--- config.mk ---
export PLATFORM = sky130hd
export DESIGN_NAME = fht_io_seq
export DESIGN_NICKNAME = d
export VERILOG_FILES = /design/src/rtl/fht_io_seq_pkg.sv /design/src/rtl/fht_io_seq_skid_buf.sv /design/src/rtl/fht_io_seq.sv
export SDC_FILE = /design/constraint.sdc
export NUM_CORES = 1
export LEC_CHECK = 0
export ABC_AREA = 1
export BUFFER_PORTS_ARGS = -buffer_cell sky130_fd_sc_hd__clkbuf_2
export CAP_MARGIN = 25
export CELL_PAD_IN_SITES_DETAIL_PLACEMENT = 0
export CELL_PAD_IN_SITES_GLOBAL_PLACEMENT = 1
export CORE_ASPECT_RATIO = 2
export CORE_UTILIZATION = 35
export CTS_BUF_LIST = sky130_fd_sc_hd__clkbuf_8
export DETAILED_ROUTE_END_ITERATION = 8
export PLACE_DENSITY_LB_ADDON = 0.1
export SLEW_MARGIN = 20
export SYNTH_ARGS = -nofsm -noshare
export SYNTH_HDL_FRONTEND = slang
export SYNTH_HIERARCHICAL = 1
export SYNTH_SLANG_ARGS = --single-unit
--- constraint.sdc ---
create_clock -name iCLK -period 2.05 [get_ports iCLK]
set_input_delay 0.1025 -clock iCLK [delete_from_list [all_inputs] [get_ports iCLK]]
set_output_delay 0.1025 -clock iCLK [all_outputs]
set_load 0.01 [all_outputs]
--- src/rtl/fht_io_seq_pkg.sv ---
// Shared FHT definitions: default bank address and sample widths, the
// frame-length derivation and the I/O sequencer state encoding.
package fht_io_seq_pkg;

  // Default bank address width; one frame spans four banks of 2^A_BIT words.
  localparam int FHT_A_BIT = 8;
  // Default sample width.
  localparam int FHT_D_BIT = 16;

  // Frame length in samples for a given bank address width.
  function automatic int fht_frame_len(input int a_bit);
    return 32'sd4 << a_bit;
  endfunction

  // I/O sequencer states.
  typedef enum logic [2:0] {
    ST_LOAD      = 3'd0,
    ST_START     = 3'd1,
    ST_WAIT_BUSY = 3'd2,
    ST_WAIT_DONE = 3'd3,
    ST_UNLOAD    = 3'd4
  } fht_io_state_e;

endpackage

--- src/rtl/fht_io_seq_skid_buf.sv ---
// fht_skid_buf: 2-entry FIFO that absorbs read data returning from the bank
// RAM while the downstream consumer stalls.
// Ports:
//   clk, rst_n          clock, asynchronous active-low reset
//   push, push_data     write one entry (caller guarantees not full)
//   pop                 drop the head entry (caller guarantees not empty)
//   head_data           current head entry
//   count               occupancy, 0..2
module fht_skid_buf #(
  parameter int W = 17
) (
  input  logic         clk,
  input  logic         rst_n,
  input  logic         push,
  input  logic [W-1:0] push_data,
  input  logic         pop,
  output logic [W-1:0] head_data,
  output logic [1:0]   count
);

  logic [W-1:0] mem_r [2];
  logic         wr_ptr_r;
  logic         rd_ptr_r;
  logic [1:0]   cnt_r;

  // Storage, pointers and occupancy update.
  always_ff @(posedge clk or negedge rst_n) begin
    if (!rst_n) begin
      mem_r[0] <= {W{1'b0}};
      mem_r[1] <= {W{1'b0}};
      wr_ptr_r <= 1'b0;
      rd_ptr_r <= 1'b0;
      cnt_r    <= 2'd0;
    end else begin
      if (push) begin
        mem_r[wr_ptr_r] <= push_data;
        wr_ptr_r        <= ~wr_ptr_r;
      end
      if (pop) begin
        rd_ptr_r <= ~rd_ptr_r;
      end
      case ({push, pop})
        2'b10:   cnt_r <= cnt_r + 2'd1;
        2'b01:   cnt_r <= cnt_r - 2'd1;
        default: cnt_r <= cnt_r;
      endcase
    end
  end

  assign head_data = mem_r[rd_ptr_r];
  assign count     = cnt_r;

endmodule

--- src/rtl/fht_io_seq.sv ---
// fht_io_seq: frame sequencer around the FHT core. Loads one frame of N
// samples into the four bank RAMs, pulses oSTART to the transform control,
// waits for it to go busy and then idle again, and streams the frame back
// out in natural index order.
// Ports:
//   iCLK, iRESET                         clock, async active-low reset
//   iDATA/iVALID/oREADY                  input sample stream
//   oWR_BANK/oWR_ADDR/oWR_DATA/oWE       bank RAM write port
//   oSTART/iRDY                          transform control handshake
//   oRD_BANK/oRD_ADDR/iRD_DATA           bank RAM read port (1-cycle latency)
//   oDATA/oVALID/oLAST/iREADY            result stream
//   oBUSY                                high whenever not loading
module fht_io_seq
  import fht_io_seq_pkg::*;
#(
  parameter int A_BIT = FHT_A_BIT,
  parameter int D_BIT = FHT_D_BIT
) (
  input  logic             iCLK,
  input  logic             iRESET,
  input  logic [D_BIT-1:0] iDATA,
  input  logic             iVALID,
  output logic             oREADY,
  output logic [1:0]       oWR_BANK,
  output logic [A_BIT-1:0] oWR_ADDR,
  output logic [D_BIT-1:0] oWR_DATA,
  output logic             oWE,
  output logic             oSTART,
  input  logic             iRDY,
  output logic [1:0]       oRD_BANK,
  output logic [A_BIT-1:0] oRD_ADDR,
  input  logic [D_BIT-1:0] iRD_DATA,
  output logic [D_BIT-1:0] oDATA,
  output logic             oVALID,
  output logic             oLAST,
  input  logic             iREADY,
  output logic             oBUSY
);

  localparam int N   = fht_frame_len(A_BIT);
  localparam int K_W = A_BIT + 2;
  localparam logic [K_W-1:0] LAST_IDX = K_W'(N - 1);
  localparam logic [K_W-1:0] ONE_IDX  = K_W'(1);

  fht_io_state_e  state_r;
  logic [K_W-1:0] wr_idx_r;
  logic [K_W-1:0] rd_idx_r;
  logic           issue_done_r;
  logic           inflight_r;
  logic           inflight_last_r;

  logic           accept_s;
  logic           issue_s;
  logic           pop_s;
  logic           buf_valid_s;
  logic [2:0]     pending_s;
  logic [1:0]     buf_cnt_s;
  logic [D_BIT:0] buf_head_s;

  // Handshake decode and read-issue throttle. A read may be issued when the
  // entries that will occupy the buffer next cycle (current occupancy plus
  // the read in flight, minus the entry leaving now) leave room for it.
  always_comb begin
    accept_s    = 1'b0;
    issue_s     = 1'b0;
    pop_s       = 1'b0;
    buf_valid_s = 1'b0;
    pending_s   = 3'd0;
    if (state_r == ST_LOAD) begin
      // Gating with iRESET keeps oWE low while reset is asserted.
      accept_s = iVALID & iRESET;
    end else begin
      accept_s = 1'b0;
    end
    if (state_r == ST_UNLOAD) begin
      buf_valid_s = (buf_cnt_s != 2'd0);
      pop_s       = buf_valid_s & iREADY;
      pending_s   = {1'b0, buf_cnt_s} + {2'b00, inflight_r} - {2'b00, pop_s};
      issue_s     = !issue_done_r && (pending_s < 3'd2);
    end else begin
      buf_valid_s = 1'b0;
      pop_s       = 1'b0;
      issue_s     = 1'b0;
    end
  end

  // Sequencer state, load/read counters and the read-in-flight tracker.
  always_ff @(posedge iCLK or negedge iRESET) begin
    if (!iRESET) begin
      state_r         <= ST_LOAD;
      wr_idx_r        <= {K_W{1'b0}};
      rd_idx_r        <= {K_W{1'b0}};
      issue_done_r    <= 1'b0;
      inflight_r      <= 1'b0;
      inflight_last_r <= 1'b0;
    end else begin
      inflight_r      <= issue_s;
      inflight_last_r <= issue_s && (rd_idx_r == LAST_IDX);
      case (state_r)
        ST_LOAD: begin
          if (accept_s) begin
            // Counter wraps to 0 after the last sample of the frame.
            wr_idx_r <= wr_idx_r + ONE_IDX;
            if (wr_idx_r == LAST_IDX) begin
              state_r <= ST_START;
            end
          end
        end
        ST_START: begin
          state_r <= ST_WAIT_BUSY;
        end
        ST_WAIT_BUSY: begin
          if (!iRDY) begin
            state_r <= ST_WAIT_DONE;
          end
        end
        ST_WAIT_DONE: begin
          if (iRDY) begin
            state_r <= ST_UNLOAD;
          end
        end
        ST_UNLOAD: begin
          if (issue_s) begin
            rd_idx_r <= rd_idx_r + ONE_IDX;
            if (rd_idx_r == LAST_IDX) begin
              issue_done_r <= 1'b1;
            end
          end
          // The last sample leaving the buffer ends the frame.
          if (pop_s && buf_head_s[D_BIT]) begin
            state_r      <= ST_LOAD;
            issue_done_r <= 1'b0;
          end
        end
        default: begin
          state_r <= ST_LOAD;
        end
      endcase
    end
  end

  // Read data returns one cycle after issue, tagged with its last flag.
  fht_skid_buf #(
    .W(D_BIT + 1)
  ) u_skid_buf (
    .clk       (iCLK),
    .rst_n     (iRESET),
    .push      (inflight_r),
    .push_data ({inflight_last_r, iRD_DATA}),
    .pop       (pop_s),
    .head_data (buf_head_s),
    .count     (buf_cnt_s)
  );

  assign oREADY   = (state_r == ST_LOAD);
  assign oWE      = accept_s;
  assign oWR_BANK = wr_idx_r[1:0];
  assign oWR_ADDR = wr_idx_r[K_W-1:2];
  assign oWR_DATA = accept_s ? iDATA : {D_BIT{1'b0}};
  assign oSTART   = (state_r == ST_START);
  assign oRD_BANK = rd_idx_r[1:0];
  assign oRD_ADDR = rd_idx_r[K_W-1:2];
  assign oVALID   = buf_valid_s;
  assign oDATA    = buf_valid_s ? buf_head_s[D_BIT-1:0] : {D_BIT{1'b0}};
  assign oLAST    = buf_valid_s & buf_head_s[D_BIT];
  assign oBUSY    = (state_r != ST_LOAD);

endmodule
Word-level counts from Yosys, hierarchy flattened:

Cells that the tools add are included.

* add/subtract/negate cells: 6
* order comparisons: 4
* equal/unequal tests: 13
* muxes and demuxes: 22
* bitwise logic cells: 7
* reductions and logical operators: 15

Operators with widths (count)
* $mux 17: 4
* $bwmux 34: 1
* $mux 16: 2
* $add 10x1->10 const B: 2
* $eq 10x10->1 const B: 2
* $demux 17 s1: 1
* $mux 3: 5
* $pmux 3 s5: 1
* $reduce_bool 2->1: 4
* $mux 1: 7
* $eq 3x2->1 const B: 2
* $ne 2x1->1 const B: 3
* $reduce_and 5->1: 1
* $ge 2x2->1 const B: 2
* $logic_and 1x1->1: 4
* $ne 2x2->1 const B: 2
* $not 1->2: 2
* $pmux 2 s2: 1
* $reduce_and 2->1: 2
* $add 2x1->3: 1
* $and 1x1->1: 3
* $eq 3x1->1 const B: 1
* $eq 3x3->1 const B: 1
* $logic_not 3->1: 1
* 11 further kinds: 12

* flip-flop bits (word level): 64
* input bits: 37
* output and inout port bits: 58
* logic and storage cells: 78

Logic depth before layout (Yosys ltp):

* word-level depth: 8
* depth in mapped cells: 14

Modules after synthesis:

Netlist, hierarchy kept.

Modules (own cells, without submodules)
* fht_io_seq: times used 1, cells each 269, area each 1767.9 um2, sequential area each 650.6 um2
* fht_skid_buf: times used 1, cells each 203, area each 1759.2 um2, sequential area each 950.9 um2

Worst setup path before layout:

No wires, ideal clock.

* kind: register to register
* from: reg u_skid_buf.cnt_r[1] (netlist: u_skid_buf/count[1])
* to: reg rd_idx_r[5]
* data arrival time: 2.123 ns
* data required time: 1.933 ns
* path slack: -0.189 ns
* stages on the path, launching flop included: 12
* clock period less this slack: 2.239 ns
* cells stage by stage: dfrtp_1 -> o21ai_0 -> inv_1 -> ha_1 -> inv_1 -> nand2_1 -> fa_1 -> nand2_1 -> nor3_4 -> nand2_1 -> nand2_1 -> nand2_1

* longest elaborated chain between the ends: 7

RTL lines
* start: declaration: line fht_io_seq_skid_buf.sv:24 `logic [1:0] cnt_r;`
* start signal: assignment: line fht_io_seq_skid_buf.sv:43 `2'b10: cnt_r <= cnt_r + 2'd1;`
* start signal: assignment: line fht_io_seq_skid_buf.sv:44 `2'b01: cnt_r <= cnt_r - 2'd1;`
* start signal: assignment: line fht_io_seq_skid_buf.sv:45 `default: cnt_r <= cnt_r;`
* parallel branches: the longest is 2 deep, another holds $add 2x1->3
* $sub 3x1->3 (*): line fht_io_seq.sv:78 `pending_s = {1'b0, buf_cnt_s} + {2'b00, inflight_r} - {2'b00, pop_s};`
* $lt 3x2->1 (*): line fht_io_seq.sv:79 `issue_s = !issue_done_r && (pending_s < 3'd2);`
* $logic_and 1x1->1 (*): line fht_io_seq.sv:79
* $mux 1 (*): line fht_io_seq.sv:75 `if (state_r == ST_UNLOAD) begin`
* via issue_s: line fht_io_seq.sv:53 `logic issue_s;`
* $reduce_and 2->1 (no line) (*)
* end signal: assignment: line fht_io_seq.sv:92 `rd_idx_r <= {K_W{1'b0}};`
* end signal: assignment: line fht_io_seq.sv:124 `rd_idx_r <= rd_idx_r + ONE_IDX;`
* end: declaration: line fht_io_seq.sv:47 `logic [K_W-1:0] rd_idx_r;`

Mark *: on every way through the listed nets, which the timed path passes.
A chain may end at the register's enable or synchronous reset.

Worst setup path in the final report:

* from: reg u_skid_buf.cnt_r[0] (netlist: u_skid_buf/count[0])
* to: reg rd_idx_r[5]

The elaborated chain is that of the path after synthesis.

==> out/results.txt <==
Ys async rst share: 100%
Num Clock Sinks: 64
Worst reg2reg path depth: 13
CP endpoint kind: flip-flop
Main combinational cell family by area after synthesis: simple AND/OR/NAND/NOR gates
Flop2flop setup slack: -0.12 ns
Total power: 0.00470 W
P_leak: 2.64 nW
Max-slew violations: 0
Post-Synth XOR/XNOR Area: 2.98%
Top cells by count, synth: 131 x nand2_1, 94 x inv_1, 64 x dfrtp_1
Syn Area/Cell: 7.47 um2
RD Place Congestion: 0.784
Multi-input gate area: 1530 um2
Clk Latency, worst-skew pair: 0.34 ns
Number of synthesized flops with an enable pin: 0
Power Dens Cells: 1040 nW/um2
Final Core Density: 46.1%
Fmax: 461 MHz
DR pass1 iterations: 4
Die W: 73.0 um
Die H: 144 um
Synth top area share: 45.4%
Mapped cell area: 3530 um2
Post-synthesis net count: 514
Routed wire per std cell: 11.4 um
Boundary pin count: 95
Synth top area cells: dfrtp_1 45%, nand2_1 14%, inv_1 10%
Cell variety after synth: 28
Worst IR Drop VDD: 445 uV
Top-count cell post-synth: nand2_1
Placed Instances: 695
Max_slew headroom: 41.8%
# diodes: 0
Largest net degree at the start of global routing: 62
CTS Buffer Depth: 2
Minimum clock period: 2.17 ns
Initial antenna violation count: 0
Post-route cell area: 4500 um2
Final hold vios: 0
CTS Buf Count: 9
Core Area: 9760 um2
Final Non-Filler Cells: 721
Worst setup SP type: flip-flop
Fillers: 1047
Part of the Yosys area used for sequential elements: 45.4%
CTS tree: yes
CP required: 2.28 ns
CP Class: flip-flop to flip-flop
Mux contribution to synthesized area: 0%
Fin worst setup slack: -0.120 ns
Worst reg2reg endpoint: rd_idx_r[5]
Fraction of layout cells with a size suffix above 1: 27.8%
First-pass GRT wire length: 13500 um
Reg area: 1600 um2
Global route overflow: 0
Cell accounting for the most synthesized area: dfrtp_1
Crit Path Max Fanout: 10
Number of global-route vias before repair: 2979
Vias: 3160
Syn Inst Count: 472
Final ANT Viol Nets: 0
Yosys reg bits: 64
Global-route usage over all layers: 16.9%
Clock transition at path regs: 0.07 ns
H-tree depth: 3
Dpl cell area: 4180 um2
Crit path to: rd_idx_r[5]
Initial Utilization: 36.1%
Setup Viol. Count Final: 10
Failing checks: setup timing
Die ar.: 10500 um2
Row count: 51
Root Buffer: clkbuf_8
Via density: 4.38
Crit path arrival time: 2.40 ns
Number of synthesis warnings: 6
DRC errors left: 0
Worst flop-to-flop path startpoint: u_skid_buf/count[0]
Worst Tran Pin Value: 0.873 ns
Max-Cap Viols: 0
Status: finished with violations
Hold Path Class: input port to flip-flop
Synth Area in Adders: 1.99%
CP Launch Point: u_skid_buf/count[0]
Fin nets: 629
Synth Area in Compound Gates: 11.2%
# port buffers: 94
1st-iter DRT viols: 129
Syn-to-layout area delta: 27.7%
Final Skew: 0.00546 ns
Total Wirelength: 8200 um
Post-Synth Simple-Gate Area: 25.5%
RSZ-0062 raised after global routing: yes
Dominant synthesized flop cell: dfrtp_1
Tcrit/Tclk final: 106%
Dpl hpwl: 5950 um
## layer usage
layer / part of all wire [%] / global-route usage (%) / wire [um]
met5: 0 / 0 / 0
met4: 1.5 / 6.81 / 123
met3: 4.3 / 3.48 / 355
met2: 54 / 31.4 / 4390
met1: 41 / 17.9 / 3330
## worst min-delay path by stage
stage	to	slack, ns	depth (start not counted)	startpoint
2_1_floorplan	inflight_last_r	-0.19	0	iRESET
3_3_place_gp	wr_idx_r[8]	-0.06	1	iRESET
3_5_place_dp	wr_idx_r[9]	-0.05	1	iRESET
4_1_cts	u_skid_buf/mem_r[22]	0.003	3	iRD_DATA[5]
5_1_grt	u_skid_buf/mem_r[22]	0.02	3	iRD_DATA[5]
6_report	u_skid_buf/mem_r[22]	0.02	3	iRD_DATA[5]
## report_power, final
part,switching [W],internal [W],total (W),leakage (nW)
combinational,0.00113,0.000801,0.00193,1.82
clock,0.000452,0.000405,0.000857,0.0832
sequential,0.000284,0.00163,0.00191,0.741
total,0.00187,0.00283,0.00470,2.64
## logic make-up (layout without fill, tap and decap cells)
logic type	Yosys count	in the layout
and+or+nand+nor	215	215
xor gates and xnor gates	12	12
buffers and inverters	111	228
AOI/OAI and AO/OA	65	65
adders and majority gates	5	5
DFF	64	64
## flip-flops by register name (all words and copies together) (netlist names), 2 cells and up
signal and count:
rd_idx_r 10, wr_idx_r 10, state_r 3, u_skid_buf/mem_r 34, u_skid_buf/count 2
## critical path, cell delays in order (launching register included)
cell and delay, ns:
dfrtp_1 0.40, o21ai_2 0.15, inv_2 0.06, ha_4 0.21
inv_2 0.05, nand2_2 0.04, fa_2 0.53, nand2_2 0.07
buf_6 0.12, nor3_4 0.14, buf_12 0.15, nand2_1 0.05
nand2_1 0.05, nand2_1 0.05
## metrics by stage
| stage | hold WS [ns] | TNS [ns] | worst slack (ns) |
|---|---|---|---|
| finish | 0.0171 | -0.449 | -0.120 |
| global placement | -0.0560 | -0.592 | -0.130 |
| CTS | 0.00316 | -0.770 | -0.144 |
| detailed placement | -0.0535 | -0.873 | -0.156 |
| global route | 0.0196 | -1.57 | -0.214 |
| floorplan | -0.193 | -0.415 | -0.0750 |
## cells in the final DEF, fill, tap and decap left out, drive strengths merged
cell type,count
fa,1
nand3b,2
nand3,7
o21ai,62
nor4,1
inv,98
nor2,59
or2,1
dlygate4sd3,11
xnor2,6
buf,15
a21oi,2
clkbuf,102
clkinv,2
dfrtp,64
a21boi,1
xor2,6
nand4,8
ha,4
nor3,1
nand2,136
## timing repair
action                     4_1_cts  5_1_grt
setup endpoints to repair       12       13
cloned                           0        0
hold endpoints to repair        13        0
buffers inserted                 1        1
resized for setup                7       11
pin swaps                        2        3
hold buffers                    11        0
## layout make-up
cell class / instances / area share (%)
Sequential cell: 64 / 35.6
Multi-Input combinational cell: 297 / 33.9
Inverter: 96 / 8.00
Timing Repair Buffer: 119 / 15.8
Clock buffer: 9 / 2.75
Tap cell: 132 / 3.67
Clock inverter: 4 / 0.389
Note: power is estimated with default switching activity, not from simulation.
